File: src/rtl/clock_logic_pkg.sv
// Shared types and defaults for the clock logic node gate sequencer.
package clock_logic_pkg;

  typedef enum logic [2:0] {
    GATED   = 3'd0,
    OPENING = 3'd1,
    OPEN    = 3'd2,
    DRAIN   = 3'd3,
    CLOSING = 3'd4
  } gate_seq_state_t;

  localparam int unsigned DEF_CNT_W                = 8;
  localparam int unsigned DEF_START_SETTLE_CYCLES  = 4;
  localparam int unsigned DEF_STOP_DRAIN_CYCLES    = 2;
  localparam int unsigned DEF_STOP_SETTLE_CYCLES   = 4;

  function automatic logic gate_is_open(input gate_seq_state_t s);
    return (s == OPENING) || (s == OPEN) || (s == DRAIN);
  endfunction

  function automatic logic seq_is_busy(input gate_seq_state_t s);
    return (s == OPENING) || (s == DRAIN) || (s == CLOSING);
  endfunction

endpackage

File: src/rtl/clock_logic_settle_counter.sv
// Loadable down-counter shared by the open, drain and close phases.
module clock_logic_settle_counter #(
  parameter int unsigned CNT_W = 8
) (
  input  logic             clk_i,
  input  logic             rst_ni,
  input  logic             load_i,
  input  logic [CNT_W-1:0] load_value_i,
  input  logic             decrement_i,
  output logic             zero_o
);

  logic [CNT_W-1:0] cnt_q;

  // Saturating at zero keeps the counter from wrapping if a decrement races an exit.
  always_ff @(posedge clk_i or negedge rst_ni) begin
    if (!rst_ni) begin
      cnt_q <= '0;
    end else if (load_i) begin
      cnt_q <= load_value_i;
    end else if (decrement_i && (cnt_q != '0)) begin
      cnt_q <= cnt_q - 1'b1;
    end
  end

  assign zero_o = (cnt_q == '0);

endmodule

File: src/rtl/clock_logic_node_gate_sequencer.sv
// Clock-gate sequencer: timed open/drain/close with started/stopped handshakes.
module clock_logic_node_gate_sequencer
  import clock_logic_pkg::*;
#(
  parameter int unsigned START_SETTLE_CYCLES = DEF_START_SETTLE_CYCLES,
  parameter int unsigned STOP_DRAIN_CYCLES   = DEF_STOP_DRAIN_CYCLES,
  parameter int unsigned STOP_SETTLE_CYCLES  = DEF_STOP_SETTLE_CYCLES,
  parameter int unsigned CNT_W               = DEF_CNT_W
) (
  input  logic clock,
  input  logic async_resetn,
  input  logic internal_request,
  input  logic clock_stopping,
  output logic gate_enable,
  output logic started,
  output logic stopped,
  output logic busy,
  output logic protocol_error
);

  localparam logic [CNT_W-1:0] START_LOAD = CNT_W'(START_SETTLE_CYCLES - 1);
  localparam logic [CNT_W-1:0] DRAIN_LOAD = CNT_W'(STOP_DRAIN_CYCLES - 1);
  localparam logic [CNT_W-1:0] CLOSE_LOAD = CNT_W'(STOP_SETTLE_CYCLES - 1);

  gate_seq_state_t  state_q, state_d;
  logic             gate_q, busy_q, err_q;
  logic             err_hit;
  logic             cnt_load, cnt_dec, cnt_zero;
  logic [CNT_W-1:0] cnt_load_val;

  clock_logic_settle_counter #(
    .CNT_W (CNT_W)
  ) u_settle_cnt (
    .clk_i        (clock),
    .rst_ni       (async_resetn),
    .load_i       (cnt_load),
    .load_value_i (cnt_load_val),
    .decrement_i  (cnt_dec),
    .zero_o       (cnt_zero)
  );

  always_comb begin
    state_d      = state_q;
    cnt_load     = 1'b0;
    cnt_load_val = '0;
    cnt_dec      = 1'b0;
    err_hit      = 1'b0;
    unique case (state_q)
      GATED: begin
        if (clock_stopping) begin
          err_hit = 1'b1;
        end else if (internal_request) begin
          state_d      = OPENING;
          cnt_load     = 1'b1;
          cnt_load_val = START_LOAD;
        end
      end
      OPENING: begin
        err_hit = clock_stopping;
        if (cnt_zero) state_d = OPEN;
        else          cnt_dec = 1'b1;
      end
      OPEN: begin
        if (clock_stopping) begin
          state_d      = DRAIN;
          cnt_load     = 1'b1;
          cnt_load_val = DRAIN_LOAD;
        end
      end
      DRAIN: begin
        err_hit = ~clock_stopping;
        if (cnt_zero) begin
          state_d      = CLOSING;
          cnt_load     = 1'b1;
          cnt_load_val = CLOSE_LOAD;
        end else begin
          cnt_dec = 1'b1;
        end
      end
      CLOSING: begin
        err_hit = ~clock_stopping;
        if (cnt_zero) state_d = GATED;
        else          cnt_dec = 1'b1;
      end
      default: state_d = GATED;
    endcase
  end

  // Gate and busy are registered from the next state so they track state_q exactly.
  always_ff @(posedge clock or negedge async_resetn) begin
    if (!async_resetn) begin
      state_q <= GATED;
      gate_q  <= 1'b0;
      busy_q  <= 1'b0;
      err_q   <= 1'b0;
    end else begin
      state_q <= state_d;
      gate_q  <= gate_is_open(state_d);
      busy_q  <= seq_is_busy(state_d);
      err_q   <= err_q | err_hit;
    end
  end

  assign gate_enable    = gate_q;
  assign busy           = busy_q;
  assign protocol_error = err_q;
  assign started        = (state_q == OPENING) && cnt_zero;
  assign stopped        = (state_q == CLOSING) && cnt_zero;

endmodule

File: config.mk
export PLATFORM = sky130hd
export DESIGN_NAME = clock_logic_node_gate_sequencer
export DESIGN_NICKNAME = d
export VERILOG_FILES = /design/src/rtl/clock_logic_pkg.sv /design/src/rtl/clock_logic_settle_counter.sv /design/src/rtl/clock_logic_node_gate_sequencer.sv
export SDC_FILE = /design/constraint.sdc
export NUM_CORES = 1
export LEC_CHECK = 0
export CAP_MARGIN = 25
export CORE_UTILIZATION = 40
export DETAILED_ROUTE_END_ITERATION = 7
export MAX_ROUTING_LAYER = met4
export SYNTH_ARGS = -nofsm -noshare
export SYNTH_HDL_FRONTEND = slang
export SYNTH_SLANG_ARGS = --single-unit
export TNS_END_PERCENT = 1
File: constraint.sdc
create_clock -name clock -period 3 [get_ports clock]
set_clock_uncertainty 0.2 [all_clocks]
set_input_delay 0.75 -clock clock [delete_from_list [all_inputs] [get_ports clock]]
set_output_delay 0.75 -clock clock [all_outputs]
set_load 0.03 [all_outputs]
# Word level (Yosys, flattened, before mapping)
# Index checks and enable logic that the tools add are counted.
# W data, S select, Z words.
dict set report op_classes {
  addsub 1
  eq_ne 8
  mux 22
  bitwise_logic 2
  reduce_logical 13
}
# cell count
set op_table {}
lappend op_table {{$mux W3} 6}
lappend op_table {{$mux W8} 2}
lappend op_table {{$pmux W3 S5} 1}
lappend op_table {{$eq A3 B2 Y1 const B} 4}
lappend op_table {{$logic_not A8 Y1} 1}
lappend op_table {{$reduce_bool A8 Y1} 1}
lappend op_table {{$sub A8 B1 Y8 const B} 1}
lappend op_table {{$mux W1} 7}
lappend op_table {{$eq A3 B1 Y1 const B} 2}
lappend op_table {{$eq A3 B3 Y1 const B} 2}
lappend op_table {{$mux W2} 3}
lappend op_table {{$pmux W1 S3} 2}
lappend op_table {{$pmux W2 S3} 1}
lappend op_table {{$logic_or A1 B1 Y1} 4}
lappend op_table {{$logic_and A1 B1 Y1} 3}
lappend op_table {{$logic_not A3 Y1} 1}
lappend op_table {{$reduce_or A3 Y1} 1}
lappend op_table {{$reduce_bool A2 Y1} 1}
lappend op_table {{$reduce_or A2 Y1} 1}
lappend op_table {{$not A1 Y1} 1}
lappend op_table {{$or A1 B1 Y1} 1}
dict set report word_totals {
  register_bits 14
  inputBits 4
  out_inout_bits 5
}

# Logic depth before layout (Yosys ltp)
# Gate-level depths: netlist (run 1).
dict set report logic_depth {
  word_depth 6
  depth_mapped 6
}

# Cells and area by module
# From an unflattened synthesis (run 1), not the netlist that was laid out.
dict set report unflattened {
  hier_cells 103
  hier_area_um2 907.1
}
# module n_inst cells_each area_each_um2
set modules_own_cells {}
lappend modules_own_cells {clock_logic_settle_counter 1 58 528.0}
lappend modules_own_cells {clock_logic_node_gate_sequencer 1 45 379.1}

# Least setup slack after synthesis (run 1)
# Ideal clock, no wire load.
dict set report synth_path {
  path_kind {register to output}
  start {register u_settle_cnt.cnt_q[0]}
  end {output started}
  arrival_ns 1.771
  slack_ns 0.279
  stages_incl_launch_ff 6
  path_buffers 0
  path_cell_list {dfrtp_1 -> inv_1 -> ha_1 -> nor4b_2 -> nand2_1 -> nor3_1}
}
dict set report synth_between {
  elab_chain_len 2
}
# element line_no
set synth_rtl {}
lappend synth_rtl {{start, declared} clock_logic_settle_counter.sv:13} ;# logic [CNT_W-1:0] cnt_q;
lappend synth_rtl {{start signal, assigned} clock_logic_settle_counter.sv:20} ;# cnt_q <= load_value_i;
lappend synth_rtl {{start signal, assigned} clock_logic_settle_counter.sv:22} ;# cnt_q <= cnt_q - 1'b1;
lappend synth_rtl {{$logic_not A8 Y1} clock_logic_settle_counter.sv:26} ;# assign zero_o = (cnt_q == '0);
lappend synth_rtl {{$logic_and A1 B1 Y1} clock_logic_node_gate_sequencer.sv:107} ;# assign started = (state_q == OPENING) && cnt_zero;
lappend synth_rtl {{end, declared} clock_logic_node_gate_sequencer.sv:15} ;# output logic started,
# No other way between the ends.

# Final worst setup path (run 1)
dict set report layout_path {
  start {register u_settle_cnt.cnt_q[0]}
  end {output stopped}
}
dict set report layout_between {
  elab_chain_len 2
}
# element line_no
set layout_rtl {}
lappend layout_rtl {{$logic_not A8 Y1} clock_logic_settle_counter.sv:26}
lappend layout_rtl {{$logic_and A1 B1 Y1} clock_logic_node_gate_sequencer.sv:108} ;# assign stopped = (state_q == CLOSING) && cnt_zero;
lappend layout_rtl {{end, declared} clock_logic_node_gate_sequencer.sv:16} ;# output logic stopped,
# No other way between the ends.

==> metrics, run 1 <==
number of flops mapped to enable cells by yosys=0; ys flop type=dfrtp_1; share of layout cells above drive strength 1=17.5%; Synth area leader=dfrtp_1; leading cell types in the layout, fill and taps excluded=dfrtp_1 (14), a21oi_1 (8), nor3_1 (6), clkdlybuf4s50_1 (6), buf_4 (6); total core area=0.00198 mm2; post-DR vias/cell=5.65; full die area=0.00231 mm2; PortBufs=8; Max-cap violations=0; Synth area leaders=dfrtp_1 (41%), a21oi_1 (4.7%), nor3_1 (3.5%); Crit Path Class=reg -> out; Synth Warn #=0; drt initial violations=14; TritonCTS clock tree=yes; hold_buf cts=0; commonest non-fill, non-tap cell in the layout=dfrtp_1; antenna-violating nets left=0; Critical Path RT=2050 ps; Final Util=51.1%; vias in the first global route=652; Reg2Reg Depth=6; CP Capture Type=output pin; post-detailed-route wirelength per cell=13.5 um; Routed WL=1.76 mm; # H-tree levels=1; DP Worst Slack=211 ps; Final Hold Slack=292 ps; I/O Pins=9; final worst slack=195 ps; first drt pass iteration count=4; share of the synthesized area in the top cell type=41.2%; # rows=16; f_max=357 MHz; Crit path depth=6; register area share after synthesis=41.2%; Max Fanout on Critical Path=5; Post-Syn Nets=94; reg-to-reg endpoint=u_settle_cnt.cnt_q[1]$_DFFE_PN0P_; CP max stage delay=410 ps; max_slew headroom=55.8%; Syn Area/Cell=9.55 um2; TNS Setup=0 ps; largest net degree at the start of global routing=15; Slowest cell on crit path=dfrtp_1; Cells after Synth=89; vias post-DR=734; CTS Buf Count=3; Clock Path Buffers=2; worst path bufs/invs=2; gr ovfl total=0; DRC viols=0; status=finished clean; clock sink total=14; area delta synth->final=19.3%; ant diodes=0; Post-synth ARST share=100%; critical path startpoint=u_settle_cnt.cnt_q[0]$_DFFE_PN0P_; Final nets=109; starting density of the core=42.9%; family with the most delay on the worst path=simple AND/OR/NAND/NOR gates; CP arrival=1850 ps; crit path launch type=register; worst min-delay path category=reg -> reg; Final Max Slew Viols=0; number of synthesized register bits=14; Post-Syn Area=850 um2; routability cong.=0.896; Peak VDD IR=587 uV; Die Height=48.1 um; Skew-Pair Late Insertion Delay=290 ps; synth unique cells=38; Fin. Hold Viols=0; Worst-Margin Slew=661 ps; leak pwr=0.410 nW; Total GRT Usage=19.6%; Worst R2R Setup Slack=930 ps; Root Driver=clkbuf_4; Chip Width=48.1 um; first-pass GRT wire length=2.97 mm; crit share post-route=93.5%; Pwr Density=964 mW/mm2; Final min period=2800 ps; register clock-pin slew on the reported worst setup and hold paths=90 ps; CP cell instances=inv_1, ha_1, nor4b_2, nand2_1, nor2_1, clkdlybuf4s15_1; antenna violations before repair=0; DP HPWL=1.29 mm; crit path to=stopped; RSZ-0062 raised after global routing=no; count of final setup violators=0; Critical R2R Launch=u_settle_cnt.cnt_q[0]$_DFFE_PN0P_
cell usage after synthesis (3+ instances only):
| master | instances |
|---|---|
| dfrtp_1 | 14 |
| nand2_1 | 5 |
| nor2b_1 | 3 |
| o31ai_1 | 3 |
| inv_1 | 4 |
| nor2_1 | 5 |
| a21oi_1 | 8 |
| nor3_1 | 6 |
| o21ai_0 | 3 |
how the worst min path moves through the flow:
stage                             start  depth (start not counted)                        to
2_1_floorplan              async_resetn                          0            busy$_DFF_PN0_
3_3_place_gp   protocol_error$_DFF_PN0_                          2  protocol_error$_DFF_PN0_
3_5_place_dp   protocol_error$_DFF_PN0_                          2  protocol_error$_DFF_PN0_
4_1_cts        protocol_error$_DFF_PN0_                          2  protocol_error$_DFF_PN0_
5_1_grt        protocol_error$_DFF_PN0_                          2  protocol_error$_DFF_PN0_
6_report       protocol_error$_DFF_PN0_                          2  protocol_error$_DFF_PN0_
cell families after synthesis:
family                     after synthesis  share of synthesized area [%]
AOI/OAI and AO/OA                       27                           21.9
xor gates and xnor gates                 3                           3.09
adders and majority gates                1                           1.47
buffers and inverters                    7                           4.27
DFF                                     14                           41.2
and+or+nand+nor                         37                           28.0
through the flow:
stage,std cells,cell area (um2),total power [mW]
floorplan,89,850,0.709
global placement,126,977,0.833
detailed placement,126,977,0.837
CTS,130,1010,0.979
global route,130,1010,1.06
finish,130,1010,0.977
report_power, final:
group          total, mW  switching (mW)  internal, mW
clock network      0.140          0.0663        0.0740
logic              0.506           0.284         0.222
registers          0.331          0.0686         0.262
total              0.977           0.419         0.558
flip-flops by register name, summed over array words and instances, names as in the netlist:
register and flops:
state_q 3, u_settle_cnt.cnt_q 8, gate_enable 1, protocol_error 1, busy 1
worst register-to-register path, delay by kind of cell (launching register included):
kind	cells	cell delay, ps
and+or+nand+nor	2	730
adders and majority gates	1	210
buffers and inverters	1	60
AOI/OAI and AO/OA	2	350
DFF	1	410
final cells by class:
class,count,area (um2)
tap,27,33.8
inverter,4,15.0
timing repair buffer,13,115
multi-input combinational,68,463
sequential,14,350
clock buffer,4,36.3
fill,181,968
routing by layer:
| metal | wire, um | global-route usage (%) |
|---|---|---|
| met1 | 836 | 27.5 |
| met2 | 781 | 28.1 |
| met3 | 101 | 2.26 |
| met4 | 38 | 8.33 |
| met5 | 0 | - |
timing repair:
item	4_1_cts	5_1_grt
buffers inserted	0	0
setup endpoints to repair	1	1
resized for setup	1	1
Power figures use the tool's default switching activity.
==> run 2, diff against run 1 <==
--- a/config.mk
+++ b/config.mk
@@ -5,7 +5,6 @@
 export SDC_FILE = /design/constraint.sdc
 export NUM_CORES = 1
 export LEC_CHECK = 0
-export CAP_MARGIN = 25
 export CORE_UTILIZATION = 40
 export DETAILED_ROUTE_END_ITERATION = 7
 export MAX_ROUTING_LAYER = met4
==> results of run 2 <==
The final DEF is identical to that of run 1; final timing and power are the same.
==> edit, RTL diff (settings of run 1) <==
Re-encode `gate_seq_state_t` (5 states) as one-hot, 5 bits wide.
--- a/src/rtl/clock_logic_pkg.sv
+++ b/src/rtl/clock_logic_pkg.sv
@@ -2,10 +2,10 @@
 package clock_logic_pkg;
 
-  typedef enum logic [2:0] {
-    GATED   = 3'd0,
-    OPENING = 3'd1,
-    OPEN    = 3'd2,
-    DRAIN   = 3'd3,
-    CLOSING = 3'd4
+  typedef enum logic [4:0] {
+    GATED   = 5'b00001,
+    OPENING = 5'b00010,
+    OPEN    = 5'b00100,
+    DRAIN   = 5'b01000,
+    CLOSING = 5'b10000
   } gate_seq_state_t;
 
Formal check against the unedited RTL: no difference found for any inputs over 10 cycles, from zero or initial values and one cycle with async_resetn low; not proved beyond that.
==> edit against run 1 <==
Sequential cell count increased by 2. Final area grew 8.6%. Sequential share of layout area increased by 1.9 points. Area after synthesis increased by 14%. Largest cell class unchanged. Setup slack got worse by 0.097 ns. Wire length grew 18%. Total power is 19% lower.
==> edit: results (changes against run 1) <==
number of buffers on the longest clock path=2 (unchanged); first-pass GRT wire length=3600 um (+21%); M1 GR Usage=23.0% (-4.5 points); net switching power=305 uW (-27%); period utilisation layout=96.7% (+3.2 points); GRT Util Overall=19.0% (-0.56 points); antenna violations before repair=0 (unchanged); share of synthesized area occupied by flip-flops and latches=41.4% (+0.18 points); arrival time at the worst endpoint=1.95 ns (+0.10 ns); Leak Pwr=0.000470 uW (+14%); largest net degree at the start of global routing=17 (+2); drt first pass iters=4 (unchanged); clock input transition at the sequential cells of the worst setup and hold paths=0.10 ns; number of antenna repair diodes=0 (unchanged); Global Route met2 Usage=31.6% (+3.5 points); result of the run=finished, final reports clean; top cells by instance count after synthesis=dfrtp_1, nor2_1, a21oi_1; flip-flop cell with the highest count after synthesis=dfrtp_1; number of buffers created by CTS=3 (unchanged); Iter 0 DRT Violations=19 (+5); critical path endpoint category=output pin; overall power after layout=792 uW (-19%); worst skew pair latency=0.29 ns (about the same); share of power burned in the clock network=18.3% (+3.9 points); count of final hold-check violations=0 (unchanged); average via count per standard cell=6.10 (+8.1%); fraction of layout instances using a drive strength above 1=13.9% (-3.6 points); Area after DPL=1060 sq um (+8.2%); clock root cell=clkbuf_4; number of buffers added on ports=8 (unchanged); pre-CTS setup slack=0.313 ns (+0.102 ns); power consumed by sequential cells=318 uW (-4%); GPL Wtd Cong=0.782 (-13%); class of the tightest hold or removal check=reg2reg; Worst VDD drop=0.000388 V (-34%); number of warnings printed during yosys synthesis=0 (unchanged); count of different cell masters after synthesis=39 (+2.6%); detailed placement HPWL=1520 um (+17%); routed wire length=2070 um (+18%); cell types with the largest area share after synthesis=dfrtp_1, or4_1, a21oi_1; vias in the first global route=790 (+21%); Worst R2R Setup Slack=0.85 ns (-0.08 ns); routing usage on met3=3.57% (+1.3 points); measured slew at the worst slew-check pin=0.870 ns (+0.209 ns); Regs by FF count=u_settle_cnt.cnt_q: 8 flops, state_q: 5 flops; net count after synthesis=106 (+13%); maximum level of the CTS H-tree=1 (unchanged); async set-reset flop share out of synthesis=100% (unchanged); worst-path fanout max=8 (+3)
-- edit: cell types whose count changed after synthesis, sizes merged, moves of 3 or more --
cell	change
clkbuf	+3
nand3b	+3
nand4b	+3
nor3	-3
or4	+3
-- edit: stage by stage --
step / std cells / hold WS [ns]
after floorplan: 101 / 0.254
after global placement: 132 / 0.265
after detailed placement: 132 / 0.277
after CTS: 136 / 0.304
after global routing: 136 / 0.323
final: 136 / 0.293
-- edit: worst paths after layout --
path	end	depth (start not counted)	from
min	protocol_error	1	protocol_error
min in group asynchronous	u_settle_cnt.cnt_q[6]	1	async_resetn
max in group asynchronous	gate_enable	1	async_resetn
min reg2reg	protocol_error	1	protocol_error
max	stopped	6	u_settle_cnt.cnt_q[0]
max reg2reg	u_settle_cnt.cnt_q[3]	4	state_q[4]
-- edit: layout make-up --
type	count	area, sq um
clock buffer	4	36.3
tap	28	35.0
inverter	6	22.5
fill	232	1150
sequential	16	402
timing repair buffer	10	90.1
multi-input combinational	72	515
-- edit: kinds of logic after synthesis --
group	count (synthesis)	synth area share, %
compound gates	28	21.3
xor+xnor	2	1.81
fa+ha+maj	1	1.29
buf+inv	13	6.19
flops	16	41.4
simple gates	41	28.0
-- edit: worst max-delay path, stage by stage, from the launching register on --
cell and delay [ns]:
dfrtp_1 0.39, inv_1 0.10, ha_2 0.20, or3b_4 0.41
or2_4 0.29, nor2_1 0.11, buf_4 0.17
-- edit: what timing repair did --
action	4_1_cts	5_1_grt
endpoints found under the setup margin	2	2
hold buffers	0	0
gates resized for setup	1	2
gates cloned	0	0
buffers inserted	0	0
-- edit: per-layer routing --
layer	wire length, um	vias to the layer above
met1	961	404
met4	25	0
met2	995	27
li1	-	395
met5	0	-
met3	90	4
